$ cat config.mk
export PLATFORM = sky130hd
export DESIGN_NAME = player_controller
export DESIGN_NICKNAME = d
export VERILOG_FILES = /design/src/rtl/game_pkg.sv /design/src/rtl/btn_repeat_fsm.sv /design/src/rtl/player_controller.sv
export SDC_FILE = /design/constraint.sdc
export NUM_CORES = 1
export LEC_CHECK = 0
export CAP_MARGIN = 10
export CORE_AREA = 2 2 113 115
export DETAILED_ROUTE_END_ITERATION = 10
export DIE_AREA = 0 0 115 117
export PLACE_DENSITY_LB_ADDON = 0.12
export SETUP_SLACK_MARGIN = 0.3
export SLEW_MARGIN = 40
export SYNTH_ARGS = -nofsm -noshare
export SYNTH_HDL_FRONTEND = slang
export SYNTH_SLANG_ARGS = --single-unit
$ cat constraint.sdc
create_clock -name btnClk -period 3.6 [get_ports btnClk]
set_clock_uncertainty 0.1 [all_clocks]
set_input_delay 0.72 -clock btnClk [delete_from_list [all_inputs] [get_ports btnClk]]
set_output_delay 0.72 -clock btnClk [all_outputs]
set_load 0.01 [all_outputs]
$ cat src/rtl/game_pkg.sv
// Shared game constants: button codes (the same ones the rectangle blocks
// decode), screen geometry, player size and the movement FSM state type.
package game_pkg;

   localparam logic [3:0] BTN_UP    = 4'd8;
   localparam logic [3:0] BTN_DOWN  = 4'd4;
   localparam logic [3:0] BTN_RIGHT = 4'd2;
   localparam logic [3:0] BTN_LEFT  = 4'd1;

   localparam int SCREEN_H    = 640;
   localparam int SCREEN_V    = 480;
   localparam int PLAYER_SIZE = 12;

   typedef enum logic [1:0] {
      IDLE   = 2'd0,
      DELAY  = 2'd1,
      REPEAT = 2'd2
   } mv_state_e;

   // Exactly one direction button; multi-button values count as released.
   function automatic logic is_valid_btn(input logic [3:0] b);
      return (b == BTN_UP) || (b == BTN_DOWN) || (b == BTN_RIGHT) || (b == BTN_LEFT);
   endfunction

endpackage

$ cat src/rtl/btn_repeat_fsm.sv
// Hold-to-repeat button FSM.
//   state  | meaning
//   IDLE   | no direction held; a valid press steps immediately
//   DELAY  | first step done, waiting REPEAT_DELAY cycles for auto-repeat
//   REPEAT | auto-repeat, one step every REPEAT_PERIOD cycles
// Ports: clk_i, rst_i (sync, active-high), btns_i (button bus),
//        step_o (step on this edge), dir_o (direction of that step),
//        moving_o (registered, state != IDLE).
module btn_repeat_fsm
   import game_pkg::*;
#(
   parameter int REPEAT_DELAY  = 8,
   parameter int REPEAT_PERIOD = 2
) (
   input  logic       clk_i,
   input  logic       rst_i,
   input  logic [3:0] btns_i,
   output logic       step_o,
   output logic [3:0] dir_o,
   output logic       moving_o
);

   localparam int CNT_W = 8;
   localparam logic [CNT_W-1:0] CNT_DELAY  = CNT_W'(REPEAT_DELAY - 1);
   localparam logic [CNT_W-1:0] CNT_PERIOD = CNT_W'(REPEAT_PERIOD - 1);

   mv_state_e        state_q, state_d;
   logic [CNT_W-1:0] cnt_q, cnt_d;
   logic [3:0]       dir_q, dir_d;
   logic             moving_q;

   // Step strobe is combinational so the datapath moves on the same edge
   // that samples the press; the top's outputs are all registered.
   always_comb begin
      state_d = state_q;
      cnt_d   = cnt_q;
      dir_d   = dir_q;
      step_o  = 1'b0;
      dir_o   = dir_q;
      case (state_q)
         IDLE: begin
            if (is_valid_btn(btns_i)) begin
               step_o  = 1'b1;
               dir_o   = btns_i;
               dir_d   = btns_i;
               cnt_d   = CNT_DELAY;
               state_d = DELAY;
            end
         end
         DELAY, REPEAT: begin
            if (btns_i != dir_q) begin
               state_d = IDLE;
            end else if (cnt_q == '0) begin
               step_o  = 1'b1;
               cnt_d   = CNT_PERIOD;
               state_d = REPEAT;
            end else begin
               cnt_d = cnt_q - 1'b1;
            end
         end
         default: state_d = IDLE;
      endcase
   end

   always_ff @(posedge clk_i) begin
      if (rst_i) begin
         state_q  <= IDLE;
         cnt_q    <= '0;
         dir_q    <= '0;
         moving_q <= 1'b0;
      end else begin
         state_q  <= state_d;
         cnt_q    <= cnt_d;
         dir_q    <= dir_d;
         moving_q <= (state_d != IDLE);
      end
   end

   assign moving_o = moving_q;

endmodule

$ cat src/rtl/player_controller.sv
// Player position / colour owner. Hold-to-repeat movement with enable
// gating and screen-edge clamping, plus edge-triggered colour cycling.
// Ports: btnClk, rst (sync, active-high), btns, color_btn,
//        up/down/left/rightEnable (move permits from the rectangles),
//        player_hPos, player_vPos, player_color, moving, blocked.
module player_controller #(
   parameter int H_RES         = 640,
   parameter int V_RES         = 480,
   parameter int PLAYER_SIZE   = 12,
   parameter int STEP          = 1,
   parameter int REPEAT_DELAY  = 8,
   parameter int REPEAT_PERIOD = 2,
   parameter int H_START       = 0,
   parameter int V_START       = 0,
   parameter int COLOR_INIT    = 0
) (
   input  logic        btnClk,
   input  logic        rst,
   input  logic [3:0]  btns,
   input  logic        color_btn,
   input  logic        upEnable,
   input  logic        downEnable,
   input  logic        leftEnable,
   input  logic        rightEnable,
   output logic [31:0] player_hPos,
   output logic [31:0] player_vPos,
   output logic [3:0]  player_color,
   output logic        moving,
   output logic        blocked
);
   import game_pkg::*;

   localparam logic [31:0] H_LIM  = 32'(H_RES - PLAYER_SIZE);
   localparam logic [31:0] V_LIM  = 32'(V_RES - PLAYER_SIZE);
   localparam logic [31:0] STEP_W = 32'(STEP);

   logic [31:0] hpos_q, hpos_d;
   logic [31:0] vpos_q, vpos_d;
   logic [3:0]  color_q, color_d;
   logic        color_prev_q;
   logic        blocked_q, blocked_d;
   logic        step;
   logic [3:0]  step_dir;
   logic        moving_w;

   btn_repeat_fsm #(
      .REPEAT_DELAY (REPEAT_DELAY),
      .REPEAT_PERIOD(REPEAT_PERIOD)
   ) u_fsm (
      .clk_i   (btnClk),
      .rst_i   (rst),
      .btns_i  (btns),
      .step_o  (step),
      .dir_o   (step_dir),
      .moving_o(moving_w)
   );

   // blocked flags a step that was disabled or produced no motion at an edge.
   always_comb begin
      hpos_d    = hpos_q;
      vpos_d    = vpos_q;
      blocked_d = 1'b0;
      if (step) begin
         case (step_dir)
            BTN_UP: begin
               if (!upEnable)             blocked_d = 1'b1;
               else if (vpos_q >= STEP_W) vpos_d = vpos_q - STEP_W;
               else begin
                  vpos_d    = '0;
                  blocked_d = (vpos_q == '0);
               end
            end
            BTN_DOWN: begin
               if (!downEnable)                  blocked_d = 1'b1;
               else if (vpos_q + STEP_W <= V_LIM) vpos_d = vpos_q + STEP_W;
               else begin
                  vpos_d    = V_LIM;
                  blocked_d = (vpos_q == V_LIM);
               end
            end
            BTN_LEFT: begin
               if (!leftEnable)           blocked_d = 1'b1;
               else if (hpos_q >= STEP_W) hpos_d = hpos_q - STEP_W;
               else begin
                  hpos_d    = '0;
                  blocked_d = (hpos_q == '0);
               end
            end
            BTN_RIGHT: begin
               if (!rightEnable)                 blocked_d = 1'b1;
               else if (hpos_q + STEP_W <= H_LIM) hpos_d = hpos_q + STEP_W;
               else begin
                  hpos_d    = H_LIM;
                  blocked_d = (hpos_q == H_LIM);
               end
            end
            default: blocked_d = 1'b0;
         endcase
      end
      color_d = (color_btn && !color_prev_q) ? color_q + 4'd1 : color_q;
   end

   always_ff @(posedge btnClk) begin
      if (rst) begin
         hpos_q       <= 32'(H_START);
         vpos_q       <= 32'(V_START);
         color_q      <= 4'(COLOR_INIT);
         color_prev_q <= 1'b0;
         blocked_q    <= 1'b0;
      end else begin
         hpos_q       <= hpos_d;
         vpos_q       <= vpos_d;
         color_q      <= color_d;
         color_prev_q <= color_btn;
         blocked_q    <= blocked_d;
      end
   end

   assign player_hPos  = hpos_q;
   assign player_vPos  = vpos_q;
   assign player_color = color_q;
   assign moving       = moving_w;
   assign blocked      = blocked_q;

endmodule
* Word-level counts from Yosys, hierarchy flattened
Cells that the tools add are included.
** Word-level totals
- Register bits after elaboration :: 85
- Bits in latches :: 0
- RAM bits :: 0
- Bits in read-only memories :: 0
- Input port bits :: 11
- Output and inout bits :: 70
- Word-level logic and storage cells :: 90
- Memories kept :: 0
** Operators by class
- Add/sub/neg operators :: 6
- Multipliers :: 0
- Div/mod/pow operators :: 0
- Magnitude comparators :: 4
- Equality and inequality tests :: 19
- Shift-type cells :: 0
- Mux-type cells :: 33
- Bitwise logic cells :: 1
- Reduce and logical (&&, ||, !) cells :: 18
** Operator list (count)
- two-way mux 32 bit :: 8
- one-hot mux 32 bit (2 select lines) :: 2
- adder 32 x 1 -> 32 bit, second input constant :: 2
- greater-or-equal comparator 32 x 1 -> 1 bit, second input constant :: 2
- logical NOT 32 bit :: 2
- subtractor 32 x 1 -> 32 bit, second input constant :: 2
- == test 32 x 10 -> 1 bit, second input constant :: 1
- == test 32 x 9 -> 1 bit, second input constant :: 1
- <= comparator 32 x 10 -> 1 bit, second input constant :: 1
- <= comparator 32 x 9 -> 1 bit, second input constant :: 1
- two-way mux 8 bit :: 3
- one-hot mux 8 bit (2 select lines) :: 1
- two-way mux 1 bit :: 11
- inequality test 2 bit, second input constant :: 5
- == test 4 x 1 -> 1 bit, second input constant :: 2
- == test 4 x 2 -> 1 bit, second input constant :: 2
- == test 4 x 3 -> 1 bit, second input constant :: 2
- == test 4 bit, second input constant :: 2
- logical NOT 8 bit :: 1
- two-way mux 4 bit :: 2
- AND reduction 4 bit :: 2
- nonzero test 2 bit :: 4
- subtractor 8 x 1 -> 8 bit, second input constant :: 1
- two-way mux 2 bit :: 3
- 15 further kinds :: 18

* Longest topological paths before layout
Gate-level depths: netlist of run 1.
- Depth after elaboration :: 9
- Depth in mapped cells :: 13
- Gate-level depth less buffers :: 10

* Cells and area by module
A second synthesis of run 1 with hierarchy kept.
** Unflattened totals
- Cell total of the unflattened synthesis :: 957
- Area, all modules :: 6809.0 µm²
** Modules (own cells, without submodules)
- player_controller :: instances 1, cells each 850, area an instance 5809.3 µm², seq. area each 1401.3 µm²
- btn_repeat_fsm :: instances 1, cells each 107, area an instance 999.7 µm², seq. area each 300.3 µm²

* Worst setup path before layout of run 1
No wires, ideal clock.
- Kind :: register -> register
- From :: register vpos_q[1] (netlist: player_vPos[1])
- To :: register vpos_q[7] (netlist: player_vPos[7])
- Setup time :: 0.119 ns
- Arrival time :: 3.060 ns
- Data required time :: 3.381 ns
- Slack :: 0.321 ns
- Cell stages (with the launch flop) :: 12
- Path buffers :: 2
- Clock period less this slack :: 3.279 ns
- Cell sequence :: dfxtp_1 -> ha_1 -> buf_2 -> and3_1 -> clkbuf_1 -> nand4_1 -> nor3_1 -> a2bb2oi_1 -> or4_1 -> nor4_4 -> a31oi_1 -> o221a_2
** On the way
- Cells in the longest elaborated chain, start to end :: 5
- Elaborated cells between the ends (all ways) :: 9
- Those cells by class :: 2 x add/sub; 2 x order compare; 5 x mux
** RTL lines
- start, declared :: line player_controller.sv:38 : logic [31:0] vpos_q, vpos_d;
- start signal, assigned :: line player_controller.sv:106 : vpos_q <= 32'(V_START);
- start signal, assigned :: line player_controller.sv:112 : vpos_q <= vpos_d;
- adder 32 x 1 -> 32 bit :: line player_controller.sv:75 : else if (vpos_q + STEP_W <= V_LIM) vpos_d = vpos_q + STEP_W;
- <= comparator 32 x 9 -> 1 bit :: line player_controller.sv:75
- two-way mux 32 bit :: line player_controller.sv:75
- two-way mux 32 bit :: line player_controller.sv:74 : if (!downEnable) blocked_d = 1'b1;
- one-hot mux 32 bit (2 select lines) * :: line player_controller.sv:64 : case (step_dir)
Every way passes the cells marked *; elsewhere a longest branch is shown, timed or not. The select of a mux whose other input is x is not followed.
A chain may end at the register's enable or synchronous reset.

* Final worst setup path of run 1
- From :: register hpos_q[25] (netlist: player_hPos[25])
- To :: register hpos_q[9] (netlist: player_hPos[9])
** On the way
- Cells in the longest elaborated chain, start to end :: 5
- Elaborated cells between the ends (all ways) :: 8
- Those cells by class :: 1 x add/sub; 2 x order compare; 5 x mux
** RTL lines
- start, declared :: line player_controller.sv:37 : logic [31:0] hpos_q, hpos_d;
- start signal, assigned :: line player_controller.sv:105 : hpos_q <= 32'(H_START);
- start signal, assigned :: line player_controller.sv:111 : hpos_q <= hpos_d;
- adder 32 x 1 -> 32 bit :: line player_controller.sv:91 : else if (hpos_q + STEP_W <= H_LIM) hpos_d = hpos_q + STEP_W;
- <= comparator 32 x 10 -> 1 bit :: line player_controller.sv:91
- two-way mux 32 bit :: line player_controller.sv:91
- two-way mux 32 bit :: line player_controller.sv:90 : if (!rightEnable) blocked_d = 1'b1;
- one-hot mux 32 bit (2 select lines) * :: line player_controller.sv:64
Marked as above.

==> results of run 1 <==
flip-flops by register name (all words and copies together) (netlist names):
signal	cells
blocked	1
player_hPos	32
u_fsm.moving_o	1
player_color	4
color_prev_q	1
u_fsm.state_q	2
u_fsm.cnt_q	8
u_fsm.dir_q	4
player_vPos	32
metrics by stage:
step | cell area [µm²] | hold WS, ns | TNS, ns | total power, µW | util [%]
after floorplan | 6830 | 0.348 | 0 | 1420 | -
after global placement | 8350 | 0.368 | 0 | 1640 | 67.8
after detailed placement | 8350 | 0.375 | -0.313 | 1650 | 67.8
after CTS | 8650 | 0.387 | 0 | 2540 | 70.3
after global routing | 8840 | 0.420 | 0 | 2670 | 71.8
final | 8840 | 0.385 | 0 | 2570 | 71.8
path summary, 6_finish.rpt:
kind / end / slack (ns) / cells after the start
setup / recovery: player_hPos[9]$_SDFFE_PP0P_ / 0.44 / 9
hold / removal: u_fsm.cnt_q[0]$_SDFFE_PP0P_ / 0.38 / 1
setup reg to reg: player_hPos[9]$_SDFFE_PP0P_ / 0.44 / 9
hold reg to reg: u_fsm.cnt_q[0]$_SDFFE_PP0P_ / 0.38 / 1
power breakdown:
| part | internal, µW | total [µW] | switching (µW) |
|---|---|---|---|
| combinational | 286 | 675 | 389 |
| clock | 477 | 902 | 425 |
| sequential | 965 | 989 | 24.1 |
| total | 1730 | 2570 | 838 |
cell usage after synthesis, types with 8 or more instances:
master	count	area (µm²)
sky130_fd_sc_hd__a211oi_1	16	120
sky130_fd_sc_hd__o21ai_0	69	345
sky130_fd_sc_hd__dfxtp_1	85	1700
sky130_fd_sc_hd__nor3_1	49	245
sky130_fd_sc_hd__nand3b_1	15	113
sky130_fd_sc_hd__nand4b_1	8	70.1
sky130_fd_sc_hd__and3_1	20	125
sky130_fd_sc_hd__nand2_1	71	267
sky130_fd_sc_hd__buf_2	21	105
sky130_fd_sc_hd__nand2b_1	15	93.8
sky130_fd_sc_hd__xnor2_1	16	140
sky130_fd_sc_hd__or4_1	15	113
sky130_fd_sc_hd__a21oi_1	86	430
sky130_fd_sc_hd__nor2_1	97	364
sky130_fd_sc_hd__xor2_1	10	87.6
sky130_fd_sc_hd__a21o_1	10	75.1
sky130_fd_sc_hd__nand4_1	22	138
sky130_fd_sc_hd__ha_1	14	175
sky130_fd_sc_hd__inv_1	28	105
sky130_fd_sc_hd__nand3_1	48	240
sky130_fd_sc_hd__and4_1	10	87.6
sky130_fd_sc_hd__nor4_1	23	144
sky130_fd_sc_hd__or3_1	19	119
sky130_fd_sc_hd__clkbuf_1	55	206
sky130_fd_sc_hd__a31oi_1	19	119
per-layer routing:
metal  up-vias  global-route usage [%]  share of wire [%]
li1       3887                       -                  -
met1      3723                    42.1                 42
met2       403                    50.3                 46
met3        45                    3.35                8.6
met4         0                    13.8                2.9
met5         -                       0                  0
cells by family after synthesis:
family	synth area share [%]
AOI/OAI and AO/OA	26.3
xor gates and xnor gates	3.33
adders and majority gates	2.56
buffers and inverters	6.15
DFF	24.9
muxes	0.879
and+or+nand+nor	35.8
final cells by class:
type	instances	area [µm²]	share of cell area, %
Clock buffer	9	225	2.55
Sequential cell	85	1710	19.3
Inverter	28	105	1.19
Multi-Input combinational cell	778	4820	54.6
Tap cell	150	188	2.12
Timing Repair Buffer	193	1740	19.6
Clock inverter	7	57.6	0.651
worst reg2reg max path, stage by stage, from the launching register on:
cell                       delay (ns)
sky130_fd_sc_hd__dfxtp_1         0.31
sky130_fd_sc_hd__or4_1           0.59
sky130_fd_sc_hd__or4_1           0.46
sky130_fd_sc_hd__or4_1           0.55
sky130_fd_sc_hd__nand2b_1        0.22
sky130_fd_sc_hd__nand2_2         0.18
sky130_fd_sc_hd__buf_12          0.18
sky130_fd_sc_hd__o21ai_0         0.12
sky130_fd_sc_hd__a21oi_1         0.22
sky130_fd_sc_hd__a31oi_1         0.11
repair_timing:
action | CTS | global route
gates cloned | 0 | 2
endpoints found under the hold margin | 0 | 0
buffers inserted | 0 | 6
pin swaps | 1 | 5
endpoints found under the setup margin | 7 | 57
resized for setup | 2 | 33
placed cells by master (no fill, tap or decap), types with 28 or more instances in the layout:
cell,count
sky130_fd_sc_hd__nor2_1,96
sky130_fd_sc_hd__nand2_1,70
sky130_fd_sc_hd__nand3_1,47
sky130_fd_sc_hd__inv_1,28
sky130_fd_sc_hd__buf_4,102
sky130_fd_sc_hd__nor3_1,46
sky130_fd_sc_hd__dfxtp_1,82
sky130_fd_sc_hd__clkdlybuf4s50_1,75
sky130_fd_sc_hd__o21ai_0,67
sky130_fd_sc_hd__a21oi_1,86
==> out/summary.txt, run 1 <==
====================================================================================
Fraction of the yosys area taken by sequential cells ..................        24.9%
Status ................................................................ complete, no violations
Clock tree buffer depth ...............................................            2
Startpoint of the tightest hold check path ............................ u_fsm.cnt_q[0]$_SDFFE_PP0P_
Number of antenna violations at the first check in global routing .....            0
Ports .................................................................           81
Port Buffers ..........................................................           80
Total length of routed wires ..........................................    21,400 µm
Buffer and inverter count on the worst path ...........................            1
Cell area after synthesis .............................................     6830 µm²
Clock tree from TritonCTS .............................................         done
Via count .............................................................        8,058
Total routing resource utilization after global routing ...............        31.1%
Core ar. ..............................................................   12,300 µm²
Per-cell routed wire length ...........................................      17.1 µm
Warnings, synthesis ...................................................            0
First-pass GRT wire length ............................................    34,000 µm
# rows ................................................................           41
Final setup violation count ...........................................            0
Slew of the pin with the lowest slew margin ...........................     0.691 ns
Critical path endpoint category .......................................     register
Drt drc ...............................................................            0
Worst-path clk slew ...................................................      0.07 ns
Crit path DAT .........................................................      3.29 ns
Leakage power .........................................................   0.00332 µW
Minimum setup slack in the final design ...............................     0.442 ns
Cell with the biggest individual delay on the critical path ........... sky130_fd_sc_hd__or4_1
Routability-driven placement congestion ratio .........................        0.951
Net Count, Synth ......................................................          993
Half-perimeter wire length after detailed placement ...................    15,200 µm
Total clock sinks .....................................................           85
Number of antenna diodes ..............................................            0
Vias per std cell .....................................................         6.45
Filler cell count in the final layout .................................        1,060
Pin count of the biggest net entering global routing ..................           62
Number of cells in the finished layout apart from fillers .............        1,250
Type of the worst setup path ..........................................      reg2reg
Post-route clock period utilization ...................................        87.7%
Required time at the endpoint of the critical path ....................      3.74 ns
Post-synth top flop ................................................... sky130_fd_sc_hd__dfxtp_1
Most used cell along the critical path ................................ sky130_fd_sc_hd__or4_1
Critical Path, Cell by Cell ........................................... or4_1, or4_1, or4_1, nand2b_1, nand2_2, buf_12, o21ai_0, a21oi_1, a31oi_1
Area growth from synthesis to layout ..................................        29.3%
VDD IR max ............................................................       195 µV
Number of flops mapped to enable cells by yosys .......................            0
Power density over cell area ..........................................   290 nW/µm²
Setup repair after global routing missed its margin ...................          yes
Chip width ............................................................       115 µm
Worst R2R Start ....................................................... player_hPos[25]$_SDFFE_PP0P_
Number of instances in the synthesized netlist ........................          968
Count of unique library cells instantiated by Yosys ...................           74
Final Net Count .......................................................        1,120
CTS Buf Count .........................................................            9
Share of flip-flops with an asynchronous set or reset after synthesis .           0%
Initial standard-cell utilization of the core .........................        55.5%
Mean post-synth cell area .............................................     7.06 µm²
Launch point of the critical path ..................................... player_hPos[25]$_SDFFE_PP0P_
Total placed cells including tap cells ................................        1,226
Area enclosed by the die boundary .....................................   13,500 µm²
Pre-Repair DR Iteration Count .........................................            5
Fin. Hold Viols .......................................................            0
Final antenna-violating net count .....................................            0
Classification of the worst-slack hold path ...........................      reg2reg
Critical path peak fanout .............................................           26
Register bit count reported by yosys ..................................           85
Cell chosen for the clock root ........................................ sky130_fd_sc_hd__clkbuf_16
Critical Path Max Stage Delay .........................................      0.59 ns
Top achievable clock speed ............................................    0.317 GHz
Number of pins exceeding their max-slew limit in the final report .....            0
Tightest slew margin relative to the limit ............................        53.9%
Y dimension of the die ................................................       117 µm
Startpoint type of the worst setup path ...............................     register
Level count of the clock H-tree .......................................            3
Detailed router's first-iteration violation count .....................          845
Number of global-route vias before repair .............................        6,985
Residual overflow from global routing .................................            0
Clock latency on the worst-skew pair ..................................      0.35 ns
Crit-path leading delay family ........................................ simple AND/OR/NAND/NOR gates
Worst Setup Slack post-DPL ............................................   -0.0629 ns
Max cap viols .........................................................            0
Minimum clock period ..................................................      3.16 ns
Fraction of final layout cells with drive strength greater than 1 .....        15.7%
Hold_buf cts ..........................................................            0
====================================================================================
Power figures use the tool's default switching activity.
==> run 2, diff against run 1 <==
- MAX_ROUTING_LAYER: not set -> met4
==> out/summary.txt, run 2 (synthesis gave the netlist of run 1 again) <==
================================================================================
Placed standard-cell area .........................................     8330 µm²   -0.24%
Startpoint type of the worst setup path ...........................     register
Post-route clock period utilization ...............................        87.1%   -0.65 points
Cell chosen for the clock root .................................... sky130_fd_sc_hd__clkbuf_16
Vias per std cell .................................................         6.58   +2.0%
Tightest slew margin relative to the limit ........................        53.8%   -0.16 points
Most used cell along the critical path ............................ sky130_fd_sc_hd__or4_4
Port Buffers ......................................................           80   unchanged
Total routing resource utilization after global routing ...........        32.3%   +1.3 points
Worst-path clk slew ...............................................      0.07 ns   about the same
Final Net Count ...................................................        1,114   -0.54%
Detailed router's first-iteration violation count .................          824   -2.5%
Type of the worst setup path ......................................      reg2reg
Fraction of final layout cells with drive strength greater than 1 .        15.4%   -0.28 points
Ports .............................................................           81   unchanged
Half-perimeter wire length after detailed placement ...............    15,300 µm   +0.41%
Minimum clock period ..............................................      3.13 ns   -0.0233 ns
Pin count of the biggest net entering global routing ..............           62   unchanged
Filler cell count in the final layout .............................        1,042   -1.7%
Minimum setup slack in the final design ...........................     0.465 ns   +0.0233 ns
Final cell area excluding filler cells ............................     8820 µm²   -0.21%
Launch point of the critical path ................................. player_hPos[0]$_SDFFE_PP0P_
# rows ............................................................           41   unchanged
Routability-driven placement congestion ratio .....................        0.956   +0.49%
Final setup violation count .......................................            0   unchanged
Critical Path Max Stage Delay .....................................      0.58 ns   about the same
Power density over cell area ......................................   291 nW/µm²   +0.31%
Cell with the biggest individual delay on the critical path ....... sky130_fd_sc_hd__or4_4
Clock tree buffer depth ...........................................            2   unchanged
Top achievable clock speed ........................................    0.319 GHz   +0.74%
Critical path peak fanout .........................................            9   -65%
Leakage power .....................................................   0.00330 µW   -0.59%
Commonest cells after routing, fill and taps aside ................ sky130_fd_sc_hd__nor2_1 (97), sky130_fd_sc_hd__buf_4 (97), sky130_fd_sc_hd__a21oi_1 (85), sky130_fd_sc_hd__dfxtp_1 (79), sky130_fd_sc_hd__clkdlybuf4s50_1 (75)
Final antenna-violating net count .................................            0   unchanged
Chip width ........................................................       115 µm   unchanged
Level count of the clock H-tree ...................................            3   unchanged
Status ............................................................ complete, no violations
First-pass GRT wire length ........................................    34,900 µm   +2.8%
Per-cell routed wire length .......................................      17.6 µm   +2.6%
Pre-Repair DR Iteration Count .....................................            5   unchanged
Number of antenna violations at the first check in global routing .            0   unchanged
Initial standard-cell utilization of the core .....................        55.5%   unchanged
Total length of routed wires ......................................    21,900 µm   +2.1%
Classification of the worst-slack hold path .......................      reg2reg
Fin. Hold Viols ...................................................            0   unchanged
Area enclosed by the die boundary .................................   13,500 µm²   unchanged
Worst Hold Slack ..................................................     0.388 ns   +0.00302 ns
Required time at the endpoint of the critical path ................      3.70 ns   -0.04 ns
Worst Setup Slack post-DPL ........................................   -0.0512 ns   +0.0117 ns
Number of pins exceeding their max-slew limit in the final report .            0   unchanged
Capture point of the worst reg-to-reg path ........................ player_hPos[6]$_SDFFE_PP0P_
Drt drc ...........................................................            0   unchanged
Post-Route Setup TNS ..............................................         0 ns   unchanged
Number of antenna diodes ..........................................            0   unchanged
R2r setup slk .....................................................      0.47 ns   +0.02 ns
Critical Path, Cell by Cell ....................................... ha_4, nand3_1, or4_4, o32ai_2, o211ai_1, or4_4, nor4_4, buf_4, nand2b_1, a211oi_1
Y dimension of the die ............................................       117 µm   unchanged
Overall power after layout ........................................      2570 µW   about the same
Max cap viols .....................................................            0   unchanged
Core ar. ..........................................................   12,300 µm²   unchanged
Number of global-route vias before repair .........................        7,238   +3.6%
Crit path to ...................................................... player_hPos[6]$_SDFFE_PP0P_
Slew of the pin with the lowest slew margin .......................     0.694 ns   +0.00244 ns
Crit path DAT .....................................................      3.23 ns   -0.06 ns
Critical path endpoint category ...................................     register
VDD IR max ........................................................       199 µV   +2.1%
Worst R2R Start ................................................... player_hPos[0]$_SDFFE_PP0P_
Clock tree from TritonCTS .........................................         done
Clock latency on the worst-skew pair ..............................      0.34 ns   about the same
Area growth from synthesis to layout ..............................        29.0%
Cell count of the worst reg-to-reg path ...........................           10   +1
Total clock sinks .................................................           85   unchanged
Via count .........................................................        8,183   +1.6%
CTS Buf Count .....................................................            9   unchanged
Residual overflow from global routing .............................            0   unchanged
Setup repair after global routing missed its margin ...............           no
================================================================================
[run 2: worst max-delay path, delay by kind of cell, from the launching register on]
kind	cells	cell delay (ns)
flops	1	0.39
buf+inv	1	0.22
fa+ha+maj	1	0.21
simple gates	5	1.70
compound gates	3	0.36
[run 2: through the flow]
stage / util [%] / cells
floorplan: - / 968
global placement: 67.7 / 1225
detailed placement: 67.7 / 1225
CTS: 70.1 / 1241
global route: 71.6 / 1244
finish: 71.6 / 1244
[run 2: worst min path at each step]
| stage | from | end | slack, ns | cells past startpoint |
|---|---|---|---|---|
| after detailed placement | u_fsm.cnt_q[0]$_SDFFE_PP0P_ | u_fsm.cnt_q[0]$_SDFFE_PP0P_ | 0.37 | 1 |
| after global routing | u_fsm.cnt_q[0]$_SDFFE_PP0P_ | u_fsm.cnt_q[0]$_SDFFE_PP0P_ | 0.41 | 1 |
| after CTS | u_fsm.cnt_q[0]$_SDFFE_PP0P_ | u_fsm.cnt_q[0]$_SDFFE_PP0P_ | 0.39 | 1 |
| after global placement | player_vPos[10]$_SDFFE_PP0P_ | player_vPos[10]$_SDFFE_PP0P_ | 0.36 | 1 |
| final | u_fsm.cnt_q[0]$_SDFFE_PP0P_ | u_fsm.cnt_q[0]$_SDFFE_PP0P_ | 0.39 | 1 |
| after floorplan | u_fsm.cnt_q[0]$_SDFFE_PP0P_ | u_fsm.cnt_q[0]$_SDFFE_PP0P_ | 0.35 | 1 |
[run 2: routing by layer]
layer	global-route usage (%)	vias up	wire (µm)
met4	13.8	0	790
met3	4.07	70	1720
li1	-	3879	-
met1	41.9	3785	9150
met5	-	-	0
met2	51.1	449	10200
[run 2: final cells by class]
cell class	instances	area (µm²)	share of cell area, %
inverters	28	105	1.19
clock inverters	6	45.0	0.511
repair buffers	187	1700	19.3
well taps	150	188	2.13
flip-flops and latches	85	1710	19.4
multi-input cells	778	4830	54.8
clock buffers	10	239	2.71
[run 2: power by group]
group / internal (µW) / switching (µW) / leakage (µW)
sequential: 966 / 24.2 / 0.000690
combinational: 282 / 395 / 0.00247
clock: 492 / 411 / 0.000137
total: 1740 / 830 / 0.00330
[run 2: timing repair]
item | CTS | global route
hold buffers | 0 | 0
pin swaps | 0 | 5
resized for setup | 4 | 38
endpoints found under the setup margin | 14 | 63
hold endpoints to repair | 0 | 0
setup buffers | 0 | 2
gates cloned | 0 | 1
